$ cat src/rtl/vote_tally_engine.sv
`default_nettype none
// ============================================================================
// Module      : vote_tally_engine
// Description : N-candidate vote tally with poll control, saturating counts,
//               sequential winner scan with tie detection and audit read port.
// Revision    : 1.0 - initial release
// ============================================================================
module vote_tally_engine #(
    parameter int NUM_CAND = 8,
    parameter int CAND_W   = 4,
    parameter int CNT_W    = 16
) (
    input  logic              clk,
    input  logic              reset,
    input  logic              open_poll,
    input  logic              close_poll,
    input  logic              valid_vote,
    input  logic [CAND_W-1:0] candidate,
    output logic              vote_ack,
    output logic              vote_reject,
    output logic              poll_open,
    input  logic              result_request,
    output logic              result_busy,
    output logic              results_available,
    output logic [CNT_W-1:0]  total_votes_cast,
    output logic [CNT_W-1:0]  rejected_votes,
    output logic [CAND_W-1:0] winning_candidate_id,
    output logic [CNT_W-1:0]  winning_candidate_votes,
    output logic              tie,
    input  logic [CAND_W-1:0] read_addr,
    output logic [CNT_W-1:0]  read_count
);

    localparam logic [CAND_W:0]   c_num_cand = (CAND_W + 1)'(NUM_CAND);
    localparam logic [CAND_W-1:0] c_last_idx = CAND_W'(NUM_CAND - 1);
    localparam logic [CNT_W-1:0]  c_cnt_max  = '1;

    typedef enum logic [0:0] {POLL_CLOSED = 1'b0, POLL_OPEN = 1'b1} poll_t;
    typedef enum logic [1:0] {S_IDLE = 2'd0, S_SCAN = 2'd1, S_DONE = 2'd2} scan_t;

    poll_t r_poll, w_poll_next;
    scan_t r_scan, w_scan_next;

    logic [CNT_W-1:0]  r_votes [NUM_CAND];
    logic [CNT_W-1:0]  r_total, r_rejected, r_best, r_win_votes, r_read_count;
    logic [CAND_W-1:0] r_idx, r_best_id, r_win_id;
    logic              r_tie, r_win_tie, r_ack, r_reject, r_busy, r_avail;

    logic              w_open_ok, w_close_ok, w_req_ok;
    logic              w_cand_ok, w_cand_full, w_accept, w_reject;
    logic [CNT_W-1:0]  w_scan_val, w_read_val;

    // Handshake qualifiers use the current state so same-edge transitions
    // never influence vote decoding.
    assign w_open_ok  = open_poll && (r_poll == POLL_CLOSED) && !r_busy;
    assign w_close_ok = close_poll && (r_poll == POLL_OPEN);
    assign w_req_ok   = result_request && (r_scan == S_IDLE) && (r_poll == POLL_CLOSED);

    always_ff @(posedge clk) begin
        if (reset) begin
            r_poll <= POLL_CLOSED;
            r_scan <= S_IDLE;
        end else begin
            r_poll <= w_poll_next;
            r_scan <= w_scan_next;
        end
    end

    always_comb begin
        w_poll_next = r_poll;
        if (w_open_ok) begin
            w_poll_next = POLL_OPEN;
        end else if (w_close_ok) begin
            w_poll_next = POLL_CLOSED;
        end
    end

    always_comb begin
        w_scan_next = r_scan;
        case (r_scan)
            S_IDLE:  if (w_req_ok) w_scan_next = S_SCAN;
            S_SCAN:  if (r_idx == c_last_idx) w_scan_next = S_DONE;
            S_DONE:  w_scan_next = S_IDLE;
            default: w_scan_next = S_IDLE;
        endcase
    end

    always_comb begin
        w_cand_full = 1'b0;
        w_scan_val  = '0;
        w_read_val  = '0;
        for (int k = 0; k < NUM_CAND; k++) begin
            if ((candidate == CAND_W'(k)) && (r_votes[k] == c_cnt_max)) w_cand_full = 1'b1;
            if (r_idx == CAND_W'(k))     w_scan_val = r_votes[k];
            if (read_addr == CAND_W'(k)) w_read_val = r_votes[k];
        end
    end

    assign w_cand_ok = ({1'b0, candidate} < c_num_cand);
    assign w_accept  = valid_vote && (r_poll == POLL_OPEN) && w_cand_ok
                       && !w_cand_full && (r_total != c_cnt_max);
    assign w_reject  = valid_vote && !w_accept;

    always_ff @(posedge clk) begin
        for (int k = 0; k < NUM_CAND; k++) begin
            if (reset || w_open_ok) begin
                r_votes[k] <= '0;
            end else if (w_accept && (candidate == CAND_W'(k))) begin
                r_votes[k] <= r_votes[k] + CNT_W'(1);
            end
        end
    end

    always_ff @(posedge clk) begin
        if (reset) begin
            r_ack        <= 1'b0;
            r_reject     <= 1'b0;
            r_total      <= '0;
            r_rejected   <= '0;
            r_busy       <= 1'b0;
            r_avail      <= 1'b0;
            r_idx        <= '0;
            r_best       <= '0;
            r_best_id    <= '0;
            r_tie        <= 1'b0;
            r_win_id     <= '0;
            r_win_votes  <= '0;
            r_win_tie    <= 1'b0;
            r_read_count <= '0;
        end else begin
            r_ack        <= w_accept;
            r_reject     <= w_reject;
            r_read_count <= w_read_val;

            if (w_open_ok) begin
                r_total     <= '0;
                r_rejected  <= '0;
                r_win_id    <= '0;
                r_win_votes <= '0;
                r_win_tie   <= 1'b0;
                r_avail     <= 1'b0;
            end else begin
                if (w_accept) r_total <= r_total + CNT_W'(1);
                if (w_reject && (r_rejected != c_cnt_max)) r_rejected <= r_rejected + CNT_W'(1);
            end

            case (r_scan)
                S_IDLE: begin
                    if (w_req_ok) begin
                        r_avail   <= 1'b0;
                        r_busy    <= 1'b1;
                        r_best_id <= '0;
                        r_best    <= r_votes[0];
                        r_idx     <= CAND_W'(1);
                        r_tie     <= 1'b0;
                    end
                end
                S_SCAN: begin
                    // Strict > keeps the lowest index on equal counts.
                    if (w_scan_val > r_best) begin
                        r_best    <= w_scan_val;
                        r_best_id <= r_idx;
                        r_tie     <= 1'b0;
                    end else if (w_scan_val == r_best) begin
                        r_tie <= 1'b1;
                    end
                    r_idx <= r_idx + CAND_W'(1);
                end
                S_DONE: begin
                    r_win_id    <= r_best_id;
                    r_win_votes <= r_best;
                    r_win_tie   <= r_tie;
                    r_avail     <= 1'b1;
                    r_busy      <= 1'b0;
                end
                default: ;
            endcase
        end
    end

    assign vote_ack                = r_ack;
    assign vote_reject             = r_reject;
    assign poll_open               = (r_poll == POLL_OPEN);
    assign result_busy             = r_busy;
    assign results_available       = r_avail;
    assign total_votes_cast        = r_total;
    assign rejected_votes          = r_rejected;
    assign winning_candidate_id    = r_win_id;
    assign winning_candidate_votes = r_win_votes;
    assign tie                     = r_win_tie;
    assign read_count              = r_read_count;

endmodule
`default_nettype wire

$ cat config.mk
export PLATFORM = sky130hd
export DESIGN_NAME = vote_tally_engine
export DESIGN_NICKNAME = d
export VERILOG_FILES = /design/src/rtl/vote_tally_engine.sv
export SDC_FILE = /design/constraint.sdc
export NUM_CORES = 1
export LEC_CHECK = 0
export CORE_MARGIN = 2
export CORE_UTILIZATION = 55
export CTS_CLUSTER_DIAMETER = 40
export DETAILED_ROUTE_END_ITERATION = 7
export GPL_ROUTABILITY_DRIVEN = 1
export PLACE_DENSITY = 0.72
export SLEW_MARGIN = 5
export SYNTH_ARGS = -nofsm -noshare
export SYNTH_HDL_FRONTEND = slang
export SYNTH_SLANG_ARGS = --single-unit
$ cat constraint.sdc
create_clock -name clk -period 4.85 [get_ports clk]
set_clock_uncertainty 0.05 [all_clocks]
set_input_delay 0.7275 -clock clk [delete_from_list [all_inputs] [get_ports clk]]
set_output_delay 0.7275 -clock clk [all_outputs]
set_load 0.02 [all_outputs]
# Yosys cells after proc, flatten, opt, wreduce, memory -nomap -nowiden
# Memories as Yosys holds them, arrays and structs flattened.
# Cells that the tools add are included.
[totals] ff_bits=101 mem_bits_rw=128 in_bits=14 output_inout_bits=74 wordCells=208 memories=1
[mem_list] name="r_votes" words=8 word_bits=16 read_ports=8 rd_clocked_by_memory_dff=0 write_ports=8 line="44" source="logic [CNT_W-1:0] r_votes [NUM_CAND];"
[classes] n_addsub=11 n_lt_le_gt_ge=2 n_eq_ne=38 mux=86 bitwise_logic=9 n_reduce_logical=45
[op_table] op="two-way mux 16 bit" n=28
[op_table] op="adder 16 x 1 -> 16 bit, second input constant" n=10
[op_table] op="== test 16 bit, second input constant" n=8
[op_table] op="== test 4 x 3 -> 1 bit, second input constant" n=12
[op_table] op="two-way mux 1 bit" n=44
[op_table] op="inequality test 16 bit, second input constant" n=2
[op_table] op="case mux 16 bit (2 select lines)" n=1
[op_table] op="logical AND 1 bit" n=27
[op_table] op="== test 4 x 2 -> 1 bit, second input constant" n=6
[op_table] op="two-way mux 4 bit" n=5
[op_table] op="== test 16 bit" n=1
[op_table] op="> comparator 16 bit" n=1
[op_table] op="case mux 4 bit (2 select lines)" n=2
[op_table] op="== test 4 x 1 -> 1 bit, second input constant" n=3
[op_table] op="logical NOT 4 bit" n=3
[op_table] op="OR 1 bit" n=8
[op_table] op="nonzero test 2 bit" n=4
[op_table] op="inequality test 2 bit, second input constant" n=3
[op_table] op="case mux 1 bit (2 select lines)" n=3
[op_table] op="AND reduction 2 bit" n=3
[op_table] op="AND reduction 3 bit" n=2
[op_table] op="adder 4 x 1 -> 4 bit, second input constant" n=1
[op_table] op="< comparator 4 bit, second input constant" n=1
[op_table] op="two-way mux 2 bit" n=2
[op_table] op="other kinds (9)" n=11

# Logic depth before layout (Yosys ltp)
[depth] depth_word=18 ltp_mapped=22 depth_no_buf=18

# Worst setup path after synthesis
# No wires, ideal clock.
[synth_path] kind="register to register" start="register r_idx[1]" end="register r_best[10]" setup_time_ps=132 t_arrival_ps=4160 required_time_ps=4668 setup_slack_ps=507 path_stages_with_launch=19 n_path_buf=3 period_less_slack_ps=4343 path_cell_list="dfxtp_1 -> inv_1 -> ha_1 -> nor3b_1 -> clkbuf_1 -> a22oi_1 -> a211oi_1 -> a21oi_1 -> and3_1 -> o31ai_1 -> ha_1 -> nand4_1 -> or4_1 -> o2111ai_1 -> nand2_1 -> clkbuf_1 -> clkbuf_1 -> nand2_1 -> a21oi_1"
[synth_via] elab_chain_len=12 elab_cells_between_ends=21 cone_classes="1 x order compare; 8 x eq/ne; 10 x mux; 2 x reduce/logical"
[synth_lines] item="from (decl)" line="46" source="logic [CAND_W-1:0] r_idx, r_best_id, r_win_id;"
[synth_lines] item="from (signal assigned)" line="167" source="r_idx <= r_idx + CAND_W'(1);"
[synth_lines] item="logical NOT 4 bit" line="94" source="if (r_idx == CAND_W'(k)) w_scan_val = r_votes[k];"
[synth_lines] item="two-way mux 16 bit (7 in a row)" line="94"
[synth_lines] item="two-way mux 16 bit (*)" line="94"
[synth_lines] item="> comparator 16 bit" line="160" source="if (w_scan_val > r_best) begin"
[synth_lines] item="inequality test 2 bit (no source line)"
[synth_lines] item="AND reduction 3 bit (no source line)"
[synth_lines] item="to (signal assigned)" line="153" source="r_best <= r_votes[0];"
[synth_lines] item="to (signal assigned)" line="161" source="r_best <= w_scan_val;"
[synth_lines] item="to (decl)" line="45" source="logic [CNT_W-1:0] r_total, r_rejected, r_best, r_win_votes, r_read_count;"
# Every way passes the cells marked *; elsewhere a longest branch is shown, timed or not. The select of a mux whose other input is x is not followed.
# A chain may end at the register's enable or synchronous reset.

# Worst setup path in the final report
[layout_path] start="register r_idx[1]" end="register r_best_id[0]"
[layout_via] elab_chain_len=12 elab_cells_between_ends=19 cone_classes="1 x order compare; 8 x eq/ne; 8 x mux; 2 x reduce/logical"
[layout_lines] item="logical NOT 4 bit" line="94"
[layout_lines] item="two-way mux 16 bit (7 in a row)" line="94"
[layout_lines] item="two-way mux 16 bit (*)" line="94"
[layout_lines] item="> comparator 16 bit (*)" line="160"
[layout_lines] item="inequality test 2 bit (no source line) (*)"
[layout_lines] item="AND reduction 3 bit (no source line) (*)"
[layout_lines] item="to (signal assigned)" line="162" source="r_best_id <= r_idx;"
[layout_lines] item="to (decl)" line="46"
# Every way passes the cells marked *; elsewhere a longest branch is shown, timed or not.

==> flow_metrics.py <==
metrics = {
    "status": {
        "outcome": "finished, violations left",
        "violations": "DRC",
    },
    "route": {
        "drc_errors": 1,
        "vias": 12150,
        "totalWireLength_mm": 43.18,
        "antenna_left": 0,
        "drt-initial-drc-count": 1527,
        "vias_per_cell": 6.331,
        "wire_per_inst_um": 22.50,
        "dr.pass1.iters": 8,
    },
    "timing": {
        "worst_pin_slew_ns": 1.160,
        "setup_viol": 0,
        "max-slew-margin-rel_pct": 22.68,
        "max_freq_ghz": 0.2192,
        "fin_setup_tns_ns": 0,
        "finalMaxSlewViolations": 0,
        "layout_setup_ws_ns": 0.2885,
        "fin_crit_ns": 4.561,
        "hold_viol": 0,
        "finalCritPeriodShare_pct": 94.05,
        "rsz0062_at_grt": "no",
    },
    "setup_path": {
        "start_kind": "flop",
        "cp_max_fo": 36,
        "critPathArrivalTime_ns": 4.89,
        "endpoint_kind": "flop",
        "crit_type": "flop to flop",
        "crit_required_ns": 5.18,
    },
    "clock_network": {
        "cts_resized": 0,
        "cts_tree": "done",
        "cts_setup_buffers": 0,
        "clockRootBuffer": "clkbuf_16",
        "postCtsHoldBufs": 0,
        "cts_sinks": 229,
        "path_clk_slew_ns": 0.06,
        "clockBufferDepth": 3,
        "insertion_delay_ns": 0.52,
        "cts_buffers": 37,
        "htree_levels": 2,
    },
    "placed_design": {
        "dp_slack_ns": 0.4185,
        "io_buffers": 87,
        "dp_hpwl_mm": 31.44,
        "gp_congestion": 0.9972,
    },
    "global_route": {
        "grtUsageTotal_pct": 33.13,
        "overflow": 0,
        "antenna_found_initial": 0,
        "grt_pass1_wl_mm": 66.01,
        "grt_pass1_vias": 11219,
        "grt_max_degree": 74,
    },
    "synth": {
        "synth_area_um2": 13400,
        "synth.avg_cell_area_um2": 9.068,
        "synth_nets": 1522,
        "synthCells": 1478,
        "yosys.cell_types.count": 67,
        "yosys_warnings": 0,
        "ys_seq_elements": 229,
        "synth_edf_count": 128,
        "async_reset_ff_share_pct": 0,
        "yosysSeqAreaShare_pct": 43.76,
        "synthFlopType": "edfxtp_1",
    },
    "layout": {
        "nFillCells": 2005,
        "layout_commonest_cell": "nor2_1",
        "drive_gt1_share_pct": 10.66,
        "synthToLayoutAreaGrowth_pct": 19.26,
        "nNetsFinal": 1610,
        "final_cell_mix": "nor2_1, edfxtp_1, nand2_1",
        "antennaDiodeCount": 0,
    },
    "die": {
        "core_area_um2": 24110,
        "start_util_pct": 55.60,
        "row_count": 57,
        "die_y_um": 160.1,
        "top_level_ports": 88,
        "dieArea_um2": 25630,
        "die_w_um": 160.1,
    },
    "power_and_ir_drop": {
        "ir_drop_mv": 0.3185,
        "leakage_nw": 5.533,
        "power_density_nw_per_um2": 358.4,
    },
    "worst_hold_path": {
        "hold_class": "flop to flop",
    },
    "job": {
        "maxCapViolCount": 0,
    },
}
## area by class of cell
| cell class | count | area (um2) | area share (%) |
|---|---|---|---|
| clock inverter | 23 | 217.7 | 1.362 |
| timing repair buffer | 137 | 1266 | 7.922 |
| inverter | 43 | 161.4 | 1.010 |
| tap | 324 | 405.4 | 2.536 |
| multi-input combinational | 1118 | 7034 | 44.01 |
| sequential | 229 | 5866 | 36.70 |
| clock buffer | 45 | 1033 | 6.466 |
## where the power goes
part,switching (mW),internal (mW),total (mW),leakage [nW]
clock network,1.03,1.58,2.61,0.604
registers,0.195,2.16,2.36,2.20
logic,0.460,0.300,0.760,2.73
## kinds of logic after synthesis
group / Yosys count / share of synthesized area [%]
XOR/XNOR: 123 / 8.038
multiplexers: 11 / 0.8215
adder cells (fa/ha/maj): 30 / 2.801
AO/OA/AOI/OAI: 319 / 16.75
buffers and inverters: 131 / 4.089
flip-flops: 229 / 43.76
AND/OR/NAND/NOR: 635 / 23.74
## registers in the layout (all words and copies together), names as in the netlist
name and flops:
r_idx 4, r_votes 128, vote_reject 1, tie 1, total_votes_cast 16, result_busy 1, r_best 16, r_scan 2
rejected_votes 16, winning_candidate_votes 16, winning_candidate_id 4, r_tie 1, vote_ack 1, poll_open 1, read_count 16, r_best_id 4
results_available 1
## synth_stat cells, types with 4 or more instances
master | count | area, um2
a221oi_1 | 12 | 105.1
inv_1 | 42 | 157.7
or4_1 | 5 | 37.54
nor2b_1 | 24 | 150.1
a22oi_1 | 53 | 397.9
nand4_1 | 40 | 250.2
nor3b_1 | 7 | 52.55
clkbuf_1 | 64 | 240.2
a311o_1 | 10 | 100.1
buf_4 | 6 | 45.04
nor2_4 | 7 | 78.83
a31oi_1 | 17 | 106.4
edfxtp_1 | 128 | 3844
mux2i_1 | 11 | 110.1
dfxtp_1 | 101 | 2022
nand4_4 | 5 | 106.4
ha_1 | 30 | 375.4
and2_1 | 7 | 43.79
and4_4 | 6 | 67.56
a222oi_1 | 16 | 160.2
nand2b_1 | 5 | 31.28
or3_1 | 14 | 87.58
nand3_1 | 68 | 340.3
a211oi_1 | 36 | 270.3
and3_1 | 36 | 225.2
buf_2 | 9 | 45.04
o21ai_0 | 39 | 195.2
nor2_1 | 241 | 904.6
nor3_1 | 15 | 75.07
xnor2_1 | 50 | 437.9
nand2_1 | 121 | 454.2
and4_1 | 6 | 52.55
xor2_1 | 73 | 639.4
buf_1 | 6 | 22.52
a21o_1 | 5 | 37.54
a211o_1 | 10 | 87.58
a21oi_1 | 81 | 405.4
or2_2 | 8 | 50.05
a22o_1 | 4 | 35.03
o31ai_1 | 15 | 112.6
## worst paths after layout
| check | depth (start not counted) | start | end | slack (ns) |
|---|---|---|---|---|
| max | 19 | r_idx[1] | r_best_id[0] | 0.29 |
| min | 2 | r_best_id[2] | r_best_id[2] | 0.41 |
| max reg2reg | 19 | r_idx[1] | r_best_id[0] | 0.29 |
| min reg2reg | 2 | r_best_id[2] | r_best_id[2] | 0.41 |
## metal layers
| metal | GRT usage, % | part of all wire, % | up-vias |
|---|---|---|---|
| li1 | - | - | 5589 |
| met1 | 45.12 | 40 | 5744 |
| met2 | 51.00 | 44 | 662 |
| met3 | 6.701 | 10 | 155 |
| met4 | 15.44 | 5.2 | 0 |
| met5 | 0 | 0 | - |
## through the flow
step / cells / power, mW / hold WS [ns] / utilization, % / instance area, um2
CTS: 1919 / 5.730 / 0.4117 / 66.29 / 15980
floorplan: 1478 / 2.794 / 0.3823 / - / 13400
finish: 1919 / 5.729 / 0.4111 / 66.31 / 15980
global placement: 1851 / 3.123 / 0.3953 / 61.10 / 14730
global route: 1919 / 5.907 / 0.4413 / 66.31 / 15980
detailed placement: 1851 / 3.127 / 0.3982 / 61.10 / 14730
## worst max-delay path, cell delays in order, from the launching register on
cell,delay [ns]
dfxtp_1,0.42
ha_1,0.21
or3b_2,0.66
buf_4,0.27
a211oi_1,0.32
a211oi_2,0.12
buf_4,0.19
nand2_1,0.06
o21ai_0,0.11
a21oi_1,0.28
ha_1,0.29
nor2b_1,0.13
o21ai_0,0.15
nand2b_1,0.07
a21oi_1,0.28
o2111ai_1,0.20
nand2_1,0.14
buf_12,0.21
mux2i_1,0.20
nor2_1,0.05
(Power assumes the default switching activity.)
